==> src/rtl/shift_4_ctrl.sv <==
// shift_4_ctrl
// Command sequencer for the 4-bit universal shift register shift_4. Takes one
// command at a time over valid/ready (load, clear, shift right/left N places
// with a fill bit), expands it into the per-cycle sel/din/dinr/dinl sequence
// shift_4 needs, then pulses done for one cycle.
//
// Ports:
//   clk        rising-edge clock shared with shift_4
//   rst_n      synchronous active-low reset
//   cmd_valid  command present
//   cmd_ready  controller can accept (IDLE and not in reset), combinational
//   cmd_op     00 load, 01 shift right, 10 shift left, 11 clear
//   cmd_data   load value (op 00)
//   cmd_cnt    shift count (ops 01/10)
//   cmd_fill   serial fill bit (ops 01/10)
//   sel        to shift_4: 00 hold, 01 right, 10 left, 11 parallel load
//   din        parallel data to shift_4
//   dinr       serial input for right shift
//   dinl       serial input for left shift
//   busy       controller is not IDLE
//   done       one-cycle completion pulse
module shift_4_ctrl #(
    parameter int CNT_W = 3
) (
    input  logic             clk,
    input  logic             rst_n,
    input  logic             cmd_valid,
    output logic             cmd_ready,
    input  logic [1:0]       cmd_op,
    input  logic [3:0]       cmd_data,
    input  logic [CNT_W-1:0] cmd_cnt,
    input  logic             cmd_fill,
    output logic [1:0]       sel,
    output logic [3:0]       din,
    output logic             dinr,
    output logic             dinl,
    output logic             busy,
    output logic             done
);

    localparam logic [1:0] OP_LOAD  = 2'b00;
    localparam logic [1:0] OP_RIGHT = 2'b01;
    localparam logic [1:0] OP_LEFT  = 2'b10;
    localparam logic [1:0] OP_CLEAR = 2'b11;

    localparam logic [1:0] SEL_HOLD  = 2'b00;
    localparam logic [1:0] SEL_RIGHT = 2'b01;
    localparam logic [1:0] SEL_LEFT  = 2'b10;
    localparam logic [1:0] SEL_LOAD  = 2'b11;

    typedef enum logic [1:0] {
        IDLE  = 2'd0,
        LOAD  = 2'd1,
        SHIFT = 2'd2,
        DONE  = 2'd3
    } state_t;

    state_t           state, state_nxt;
    logic [CNT_W-1:0] cnt, cnt_nxt;

    // Captured command payload; only meaningful while busy, so not reset.
    logic [1:0]       op_q, op_nxt;
    logic [3:0]       data_q, data_nxt;
    logic             fill_q, fill_nxt;

    // Next values of the registered outputs.
    logic [1:0]       sel_nxt;
    logic [3:0]       din_nxt;
    logic             dinr_nxt, dinl_nxt, done_nxt;

    assign cmd_ready = (state == IDLE) && rst_n;
    assign busy      = (state != IDLE);

    // Next-state logic. Outputs are derived from the *next* state so that the
    // registered outputs line up with the state they belong to.
    always_comb begin
        state_nxt = state;
        cnt_nxt   = cnt;
        op_nxt    = op_q;
        data_nxt  = data_q;
        fill_nxt  = fill_q;

        case (state)
            IDLE: begin
                if (cmd_valid && cmd_ready) begin
                    op_nxt   = cmd_op;
                    data_nxt = cmd_data;
                    fill_nxt = cmd_fill;
                    if (cmd_op == OP_LOAD || cmd_op == OP_CLEAR) begin
                        state_nxt = LOAD;
                    end else if (cmd_cnt != '0) begin
                        state_nxt = SHIFT;
                        cnt_nxt   = cmd_cnt;
                    end else begin
                        state_nxt = DONE;
                    end
                end
            end
            LOAD: begin
                state_nxt = DONE;
            end
            SHIFT: begin
                // The cycle with cnt==1 is the final shift.
                if (cnt <= CNT_W'(1)) begin
                    state_nxt = DONE;
                    cnt_nxt   = '0;
                end else begin
                    cnt_nxt = cnt - CNT_W'(1);
                end
            end
            DONE: begin
                state_nxt = IDLE;
            end
            default: begin
                state_nxt = IDLE;
            end
        endcase
    end

    always_comb begin
        sel_nxt  = SEL_HOLD;
        din_nxt  = 4'b0000;
        dinr_nxt = 1'b0;
        dinl_nxt = 1'b0;
        done_nxt = 1'b0;

        case (state_nxt)
            LOAD: begin
                sel_nxt = SEL_LOAD;
                // Clear is a parallel load of zero; its data is ignored.
                din_nxt = (op_nxt == OP_LOAD) ? data_nxt : 4'b0000;
            end
            SHIFT: begin
                if (op_nxt == OP_RIGHT) begin
                    sel_nxt  = SEL_RIGHT;
                    dinr_nxt = fill_nxt;
                end else if (op_nxt == OP_LEFT) begin
                    sel_nxt  = SEL_LEFT;
                    dinl_nxt = fill_nxt;
                end
            end
            DONE: begin
                done_nxt = 1'b1;
            end
            default: begin
                sel_nxt = SEL_HOLD;
            end
        endcase
    end

    // State, counter and output registers
    always_ff @(posedge clk) begin
        if (!rst_n) begin
            state <= IDLE;
            cnt   <= '0;
            sel   <= SEL_HOLD;
            din   <= 4'b0000;
            dinr  <= 1'b0;
            dinl  <= 1'b0;
            done  <= 1'b0;
        end else begin
            state <= state_nxt;
            cnt   <= cnt_nxt;
            sel   <= sel_nxt;
            din   <= din_nxt;
            dinr  <= dinr_nxt;
            dinl  <= dinl_nxt;
            done  <= done_nxt;
        end
    end

    // Payload capture
    always_ff @(posedge clk) begin
        op_q   <= op_nxt;
        data_q <= data_nxt;
        fill_q <= fill_nxt;
    end

endmodule

==> config.mk <==
export PLATFORM = sky130hd
export DESIGN_NAME = shift_4_ctrl
export DESIGN_NICKNAME = d
export VERILOG_FILES = /design/src/rtl/shift_4_ctrl.sv
export SDC_FILE = /design/constraint.sdc
export NUM_CORES = 1
export LEC_CHECK = 0
export CORE_ASPECT_RATIO = 1.5
export CORE_MARGIN = 1
export CORE_UTILIZATION = 43
export CTS_CLUSTER_SIZE = 20
export DETAILED_ROUTE_END_ITERATION = 8
export GPL_ROUTABILITY_DRIVEN = 0
export GPL_TIMING_DRIVEN = 0
export PLACE_DENSITY = 0.71
export SETUP_SLACK_MARGIN = 0.05
export SLEW_MARGIN = 20
export SYNTH_ARGS = -nofsm -noshare
export SYNTH_HDL_FRONTEND = slang
export SYNTH_SLANG_ARGS = --single-unit
==> constraint.sdc <==
create_clock -name clk -period 1.9 [get_ports clk]
set_input_delay 0.285 -clock clk [delete_from_list [all_inputs] [get_ports clk]]
set_output_delay 0.285 -clock clk [all_outputs]
set_load 0.01 [all_outputs]
# After elaboration in Yosys (flattened, before gate mapping)
# Index checks and enable logic that the tools add are counted.
# Widths: inputs -> output; s select.
# word_totals
reg_bits	21
word_cells	60
in_bits	13
out_inout_bits	11
# op_classes
n_bitwise	3
eq_ne	12
n_lt_le_gt_ge	1
addsub	1
n_reduce_logical	13
n_mux	20
# op_table
cell	count
$mux 2	7
$eq 2x2->1 const B	6
$mux 3	4
$mux 4	2
$pmux 2 s4	1
$eq 2x1->1 const B	3
$logic_not 2->1	3
$pmux 3 s2	1
$reduce_and 3->1	2
$mux 1	4
$ne 2x1->1 const B	2
$pmux 2 s2	1
$reduce_and 4->1	1
$reduce_bool 2->1	2
$reduce_or 4->1	1
$le 3x1->1 const B	1
$not 1->1	3
$reduce_bool 3->1	1
$sub 3x1->3 const B	1
$logic_and 1x1->1	2
$ne 2x2->1 const B	1
$logic_or 1x1->1	1

# Depth between registers and ports, before layout
# Gate-level depths: netlist of the first run.
# logic_depth
ltp_word	9
ltp_mapped	10
depth_no_buf	9

# Worst setup path before layout of the first run
# Ideal clock, no wire load.
# synth_timing
path_kind	register -> register
from	register state[0]
to	register din[0]
period_less_slack_ns	2.089
path_stages_with_launch	11
slack_ns	-0.189
arrival_ns	1.975
path_buffers	1
required_ns	1.786
setup_ns	0.114
cell_sequence	dfxtp_1 > inv_1 > ha_1 > and3_2 > buf_6 > mux2i_1 > o21ai_0 > inv_1 > ha_1 > nand4_1 > and2b_1
# synth_via
elab_chain_cells	7
word_cells_on_any_way	16
classes_between	eq/ne (4); mux (7); reduce/logical (5)
# synth_lines
element	line	source
start: declaration	58	state_t state, state_nxt;
start signal: assignment	162	state <= state_nxt;
$logic_not 2->1	71, 83	
$logic_and 1x1->1	71	assign cmd_ready = (state == IDLE) && rst_n;
$logic_and 1x1->1	85	if (cmd_valid && cmd_ready) begin
$mux 2	85	
$pmux 2 s4 (*)	83	case (state)
net state_nxt[1]	58	
$eq 2x1->1 (*)	127	case (state_nxt)
$reduce_and 3->1 (no source line) (*)	n/a	
end signal: assignment	165	din <= din_nxt;
end: declaration	34	output logic [3:0] din,
# Mark *: on every way through the listed nets, which the timed path passes. The rest lies on a longest branch.
# A chain may end at the register's enable or synchronous reset.

# Final worst setup path of the first run
# layout_timing
from	register state[0]
to	register dinr
# layout_via
elab_chain_cells	7
word_cells_on_any_way	16
classes_between	eq/ne (5); mux (7); reduce/logical (4)
# layout_lines
element	line	source
$logic_not 2->1	71, 83	
$logic_and 1x1->1	71	
$logic_and 1x1->1	85	
$mux 2	85	
$pmux 2 s4 / $mux 2 (equally long branches)	83	
$eq 2x2->1 / $eq 2x1->1 (equally long branches)	127, 134	
$reduce_and 3->1 (no source line)	n/a	
end signal: assignment	166	dinr <= dinr_nxt;
end: declaration	35	output logic dinr,
# Several ways; a longest one is shown, not always the timed one.

==> results of run 1 <==
[registers in the layout (all words and copies together) (netlist names), 2 cells and up]
name / count
cnt: 3
sel: 2
op_q: 2
din: 4
state: 2
data_q: 4
[routing by layer]
metal | GRT usage [%] | wire length (µm) | vias to the layer above
met1 | 18.33 | 872 | 458
met3 | 3.226 | 93 | 9
met4 | 11.98 | 89 | 0
met2 | 43.08 | 1515 | 24
met5 | 0 | 0 | -
li1 | - | - | 467
[metrics by stage]
| step | area, µm² | worst slack, ps | hold WS, ps |
|---|---|---|---|
| after floorplan | 1022 | 50.79 | 398.2 |
| after global placement | 1281 | -430.4 | 424.9 |
| after detailed placement | 1281 | -466.6 | 440.2 |
| after CTS | 1480 | 50.84 | 458.7 |
| after global routing | 1609 | -9.996 | 479.0 |
| final | 1609 | 53.23 | 454.8 |
[cells by family after synthesis]
family          count (synthesis)  synth area share, %
simple gates                   45                23.41
mux                             4                4.110
buf+inv                        15                6.351
flops                          21                41.84
compound gates                 17                12.20
xor+xnor                        1               0.8719
fa+ha+maj                       9                11.21
[timing repair]
item                                    in CTS  in global routing
buffers inserted                            13                  5
pin swaps                                    7                  9
endpoints found under the hold margin        0                  0
gates resized for setup                     19                 21
endpoints found under the setup margin      11                 10
[area by class of cell]
| class | count | area share, % |
|---|---|---|
| Buffer | 2 | 1.711 |
| Clock buffer | 3 | 1.400 |
| Clock inverter | 1 | 0.3110 |
| Inverter | 12 | 2.955 |
| Multi-Input combinational cell | 76 | 41.68 |
| Sequential cell | 21 | 26.44 |
| Tap cell | 23 | 1.788 |
| Timing Repair Buffer | 41 | 23.72 |
[worst max-delay path, stage by stage (launching register included)]
cell and delay, ps:
sky130_fd_sc_hd__dfxtp_2 390, sky130_fd_sc_hd__inv_4 50, sky130_fd_sc_hd__ha_4 170, sky130_fd_sc_hd__buf_12 130
sky130_fd_sc_hd__a31oi_4 180, sky130_fd_sc_hd__a31oi_4 50, sky130_fd_sc_hd__o22ai_2 190, sky130_fd_sc_hd__buf_4 160
sky130_fd_sc_hd__ha_4 150, sky130_fd_sc_hd__nand3_1 100, sky130_fd_sc_hd__nor3_1 190
[path summary, 6_finish.rpt]
kind / from / end / slack [ps] / depth (start not counted)
max: state[0] / dinr / 50 / 10
max reg2reg: state[0] / dinr / 50 / 10
min reg2reg: data_q[3] / data_q[3] / 450 / 2
min: data_q[3] / data_q[3] / 450 / 2
[power groups by stage]
| stage | sequential [mW] | combinational [mW] | clock [mW] |
|---|---|---|---|
| 3_5_place_dp | 0.638 | 0.875 | 0 |
| 5_1_grt | 0.652 | 1.69 | 0.248 |
| 6_report | 0.638 | 1.56 | 0.224 |
| 4_1_cts | 0.628 | 1.24 | 0.218 |
| 2_1_floorplan | 0.633 | 0.609 | 0 |
| 3_3_place_gp | 0.628 | 0.849 | 0 |
[layout by cell type (no fill, tap or decap), drive strengths merged, types with 2 or more instances in the layout]
cell type,instances
a21oi,3
a31oi,4
and2,3
and2b,4
buf,18
clkbuf,5
clkdlybuf4s50,20
dfxtp,21
dlygate4sd2,2
ha,9
inv,12
mux2i,3
nand2,17
nand2b,2
nand3,4
nor2,3
nor2b,3
nor3,2
o211ai,2
or3,3
==> flow_metrics.env, run 1 <==
export IMPL_routed_via_count=958
export IMPL_cp_max_fo=4
export IMPL_synth_largest_area_cell="sky130_fd_sc_hd__dfxtp_1"
export IMPL_p_total_mw=2.421
export IMPL_timing_final_setup_violations=0
export IMPL_drt_iter0_drc=19
export IMPL_power_per_cell_area_nw_per_um2=1504
export IMPL_drv_cap=0
export IMPL_pwr_share_comb_pct=64.4
export IMPL_detailed_place_hpwl_mm=1.618
export IMPL_die_area_um2=2538
export IMPL_tritoncts_clock_tree="yes"
export IMPL_first_pass_grt_wire_length_mm=3.912
export IMPL_first_global_vias=933
export IMPL_cts_buffers_inserted=3
export IMPL_ys_async_sr_fraction_pct=0
export IMPL_fillers=165
export IMPL_antenna_violations_before_repair=0
export IMPL_yosysWarnings=0
export IMPL_dieHeight_um=61.20
export IMPL_postSynthAreaPerCell_um2=8.971
export IMPL_yosys_area_top_type_share_pct=41.84
export IMPL_finalCriticalPeriod_ps=1847
export IMPL_grtUsageTotal_pct=20.60
export IMPL_non_filler_instance_count_after_layout=179
export IMPL_layout_core_utilization_pct=72.90
export IMPL_worst_pin_slew_ps=338.8
export IMPL_detail_route_wirelength_mm=2.571
export IMPL_setup_tns_final_ps=0
export IMPL_antenna_violating_nets_post_route=0
export IMPL_worst_ir_drop_vdd_uv=905.8
export IMPL_start_kind="register"
export IMPL_hold_path_class="reg -> reg"
export IMPL_route_detailed_wl_per_inst_um=14.36
export IMPL_floorplan_initialDensity_pct=45.52
export IMPL_internal_power_mw=1.480
export IMPL_grt_max_degree=13
export IMPL_synth_top_flop_cell="sky130_fd_sc_hd__dfxtp_1"
export IMPL_ctsHoldBuffers=0
export IMPL_placeableCoreArea_um2=2207
export IMPL_dr_pass1_iters=4
export IMPL_area_delta_synth_final_pct=60.15
export IMPL_die_w_um=41.47
export IMPL_finClkSkew_ps=7.043
export IMPL_clock_tree_root_cell="sky130_fd_sc_hd__clkbuf_4"
export IMPL_post_synthesis_sequential_area_ratio_pct=41.84
export IMPL_synth_cell_type_count=33
export IMPL_slew_headroom_pct=77.42
export IMPL_synthCells=112
export IMPL_data_required_time_of_the_worst_path_ps=2130
export IMPL_clock_path_buffers=2
export IMPL_seqPwrFrac_pct=26.4
export IMPL_viasPerCell=5.352
export IMPL_rsz0062_at_grt="yes"
export IMPL_clock_latency_ps=320
export IMPL_final_max_slew_viol_count=0
export IMPL_grt_overflow=0
export IMPL_post_synth_instance_area_um2=1005
export IMPL_outcome="complete, no violations"
export IMPL_drc=0
export IMPL_post_route_cells_drive_above_1_share_pct=35.26
export IMPL_top_level_ports=24
export IMPL_synthTopCellsByArea="sky130_fd_sc_hd__dfxtp_1, sky130_fd_sc_hd__ha_1, sky130_fd_sc_hd__nand2_1"
export IMPL_fmax_mhz=541.5
export IMPL_numPortBuffers=23
export IMPL_setup_worst_path_class="reg -> reg"
export IMPL_antenna_diode_count=0
export IMPL_p_leak_nw=0.6842
export IMPL_syn_num_nets=134
export IMPL_final_min_period_over_clock_period_pct=97.20
export IMPL_switching_share_pct=38.85
export IMPL_worstSetupEndpointType="register"
export IMPL_synth_enable_flop_cells=0
export IMPL_std_cell_rows=21
export IMPL_timing_final_hold_violations=0
export IMPL_synth_ff_latch_count=21
export IMPL_worstPathArrival_ps=2080
export IMPL_final_nets=179
export IMPL_multi_input_comb_area_um2=670.6
export IMPL_seq_cell_area_um2=425.4
export IMPL_cts_num_sinks=21
export IMPL_ctsHtreeMaxLevel=1
export IMPL_synthMostInstantiatedCell="sky130_fd_sc_hd__dfxtp_1"
export IMPL_clock_power_share_pct=9.2
export IMPL_p_sw_uw=940.5
export IMPL_synth_cells_most_frequent="sky130_fd_sc_hd__dfxtp_1, sky130_fd_sc_hd__nand2_1, sky130_fd_sc_hd__inv_1"
export IMPL_clkTransAtPathRegs_ps=120
export IMPL_place_detailed_instances=158
Power figures use the tool's default switching activity.
==> run 2: changes to the inputs <==
--- a/config.mk
+++ b/config.mk
@@ -14,6 +14,7 @@
 export GPL_TIMING_DRIVEN = 0
 export PLACE_DENSITY = 0.71
 export SETUP_SLACK_MARGIN = 0.05
+export SKIP_CTS_REPAIR_TIMING = 1
 export SLEW_MARGIN = 20
 export SYNTH_ARGS = -nofsm -noshare
 export SYNTH_HDL_FRONTEND = slang
==> run 2 against run 1 <==
- the flow now finishes with violations (setup timing)
- core utilization fell by 2.7 points
- clock skew decreased by 4.8 ps
- flip-flop and latch count unchanged
- global-route usage decreased by 2.1 points
- worst hold slack lost 0.86 ps
- cell count is 0.56% lower
- die area unchanged
- sequential power increased by 1%
- power is 7.9% lower
- clock power decreased by 5%
- critical path depth unchanged
- first-iteration DRC count rose by 5.3%
- critical path type unchanged
- critical endpoint is now din[2]
- highest routed layer unchanged
==> flow_metrics.env, run 2 (synthesis gave the netlist of run 1 again) <==
export IMPL_rsz0062_at_grt="yes"
export IMPL_hold_path_class="reg -> reg"
export IMPL_outcome="complete, but fails checks"
export IMPL_first_pass_grt_wire_length_mm=3.574
export IMPL_seqPwrFrac_pct=29.0
export IMPL_die_w_um=41.47
export IMPL_antenna_violations_before_repair=0
export IMPL_finalCriticalPeriod_ps=1948
export IMPL_worst_r2r_path_depth=10
export IMPL_die_area_um2=2538
export IMPL_worst_ir_drop_vdd_uv=702.6
export IMPL_final_nets=178
export IMPL_detailedPlace_worstSlack_ps=-466.6
export IMPL_cts_num_sinks=21
export IMPL_reg2reg_from="state[1]"
export IMPL_drv_cap=0
export IMPL_clock_tree_root_cell="sky130_fd_sc_hd__clkbuf_4"
export IMPL_grtUsageTotal_pct=18.53
export IMPL_drc=0
export IMPL_clock_power_share_pct=9.5
export IMPL_setup_tns_final_ps=-239.4
export IMPL_worst_r2r_endpoint="din[2]"
export IMPL_final_max_slew_viol_count=0
export IMPL_fmax_mhz=513.4
export IMPL_post_route_cells_drive_above_1_share_pct=32.26
export IMPL_place_detailed_instances=158
export IMPL_ctsHtreeMaxLevel=1
export IMPL_dr_pass1_iters=4
export IMPL_commonest_non_fill_non_tap_cells_in_the_layout="sky130_fd_sc_hd__clkdlybuf4s50_1, sky130_fd_sc_hd__nand2_1, sky130_fd_sc_hd__dfxtp_1"
export IMPL_detail_route_wirelength_mm=2.515
export IMPL_p_total_mw=2.230
export IMPL_cts_buffers_inserted=3
export IMPL_slew_headroom_pct=71.47
export IMPL_floorplan_initialDensity_pct=45.52
export IMPL_layout_commonest_cell="sky130_fd_sc_hd__clkdlybuf4s50_1"
export IMPL_final_min_period_over_clock_period_pct=102.5
export IMPL_biggestRegsByFlops="data_q x4, din x4, cnt x3"
export IMPL_clock_latency_ps=300
export IMPL_p_sw_uw=879.4
export IMPL_placeableCoreArea_um2=2207
export IMPL_antenna_diode_count=0
export IMPL_final_setup_worst_slack_ps=-47.72
export IMPL_timing_final_hold_violations=0
export IMPL_start_kind="register"
export IMPL_switching_share_pct=39.43
export IMPL_std_cell_rows=21
export IMPL_clock_path_buffers=2
export IMPL_routed_via_count=940
export IMPL_min_delay_worst_endpoint="data_q[3]"
export IMPL_worstHoldStart="data_q[3]"
export IMPL_route_detailed_wl_per_inst_um=14.13
export IMPL_dieHeight_um=61.20
export IMPL_viasPerCell=5.281
export IMPL_pwr_share_comb_pct=61.6
export IMPL_grt_overflow=0
export IMPL_worstSetupEndpointType="register"
export IMPL_first_global_vias=866
export IMPL_timing_final_setup_violations=6
export IMPL_top_level_ports=24
export IMPL_p_leak_nw=0.6982
export IMPL_clkTransAtPathRegs_ps=120
export IMPL_violations="setup timing"
export IMPL_reg2reg_setup_slack_ps=-50
export IMPL_tritoncts_clock_tree="yes"
export IMPL_detailed_place_hpwl_mm=1.618
export IMPL_internal_power_mw=1.351
export IMPL_setup_worst_path_class="reg -> reg"
export IMPL_non_filler_instance_count_after_layout=178
export IMPL_worst_pin_slew_ps=416.1
export IMPL_finClkSkew_ps=2.241
export IMPL_hold_depth=2
export IMPL_drt_iter0_drc=20
export IMPL_grt_max_degree=13
export IMPL_numPortBuffers=23
export IMPL_worstPathArrival_ps=2150
export IMPL_area_delta_synth_final_pct=54.30
export IMPL_antenna_violating_nets_post_route=0
export IMPL_data_required_time_of_the_worst_path_ps=2110
export IMPL_cp_max_fo=5
export IMPL_power_per_cell_area_nw_per_um2=1439
## run 2: area by class of cell
| class | count | area [µm²] |
|---|---|---|
| Sequential cell | 21 | 427.9 |
| Buffer | 3 | 30.03 |
| Inverter | 12 | 50.05 |
| Fill cell | 168 | 656.9 |
| Clock inverter | 1 | 5.005 |
| Timing Repair Buffer | 39 | 357.8 |
| Multi-Input combinational cell | 76 | 628.1 |
| Clock buffer | 3 | 22.52 |
| Tap cell | 23 | 28.78 |
## run 2: per-stage QoR
step | hold slack [ps] | util (%) | instance area (µm²)
6_report | 454.0 | 70.24 | 1550
5_1_grt | 479.1 | 70.24 | 1550
3_5_place_dp | 440.2 | 58.05 | 1281
2_1_floorplan | 398.2 | - | 1022
4_1_cts | 458.7 | 59.30 | 1309
3_3_place_gp | 424.9 | 58.05 | 1281
## run 2: worst max path at each step
stage              from  endpoint  slack, ps  depth (start not counted)
3_5_place_dp      rst_n    din[2]       -470                          9
6_report       state[1]    din[2]        -50                         10
3_3_place_gp      rst_n    din[0]       -430                          9
5_1_grt        state[1]    din[3]       -110                         10
2_1_floorplan  state[0]    din[0]         50                         10
4_1_cts        state[0]    din[2]       -330                         10
## run 2: power by group through the flow
stage	clock network, mW	registers [mW]	logic (mW)
global placement	0	0.628	0.849
finish	0.212	0.646	1.37
CTS	0.218	0.627	0.886
global route	0.245	0.660	1.48
detailed placement	0	0.638	0.875
floorplan	0	0.633	0.609
## run 2: critical path, cell delays in order (launching register included)
cell and delay [ps]:
sky130_fd_sc_hd__dfxtp_2 390, sky130_fd_sc_hd__inv_4 50, sky130_fd_sc_hd__ha_4 160, sky130_fd_sc_hd__and3_2 170, sky130_fd_sc_hd__buf_6 130, sky130_fd_sc_hd__mux2i_1 120
sky130_fd_sc_hd__o21ai_2 250, sky130_fd_sc_hd__inv_2 80, sky130_fd_sc_hd__ha_4 170, sky130_fd_sc_hd__nand4_1 130, sky130_fd_sc_hd__and2b_1 200
## run 2: per-layer routing
metal | share of wire [%] | track usage (%)
met5 | 0 | 0
met4 | 2.6 | 9.677
met3 | 3.3 | 3.226
met2 | 58 | 37.28
met1 | 36 | 17.93
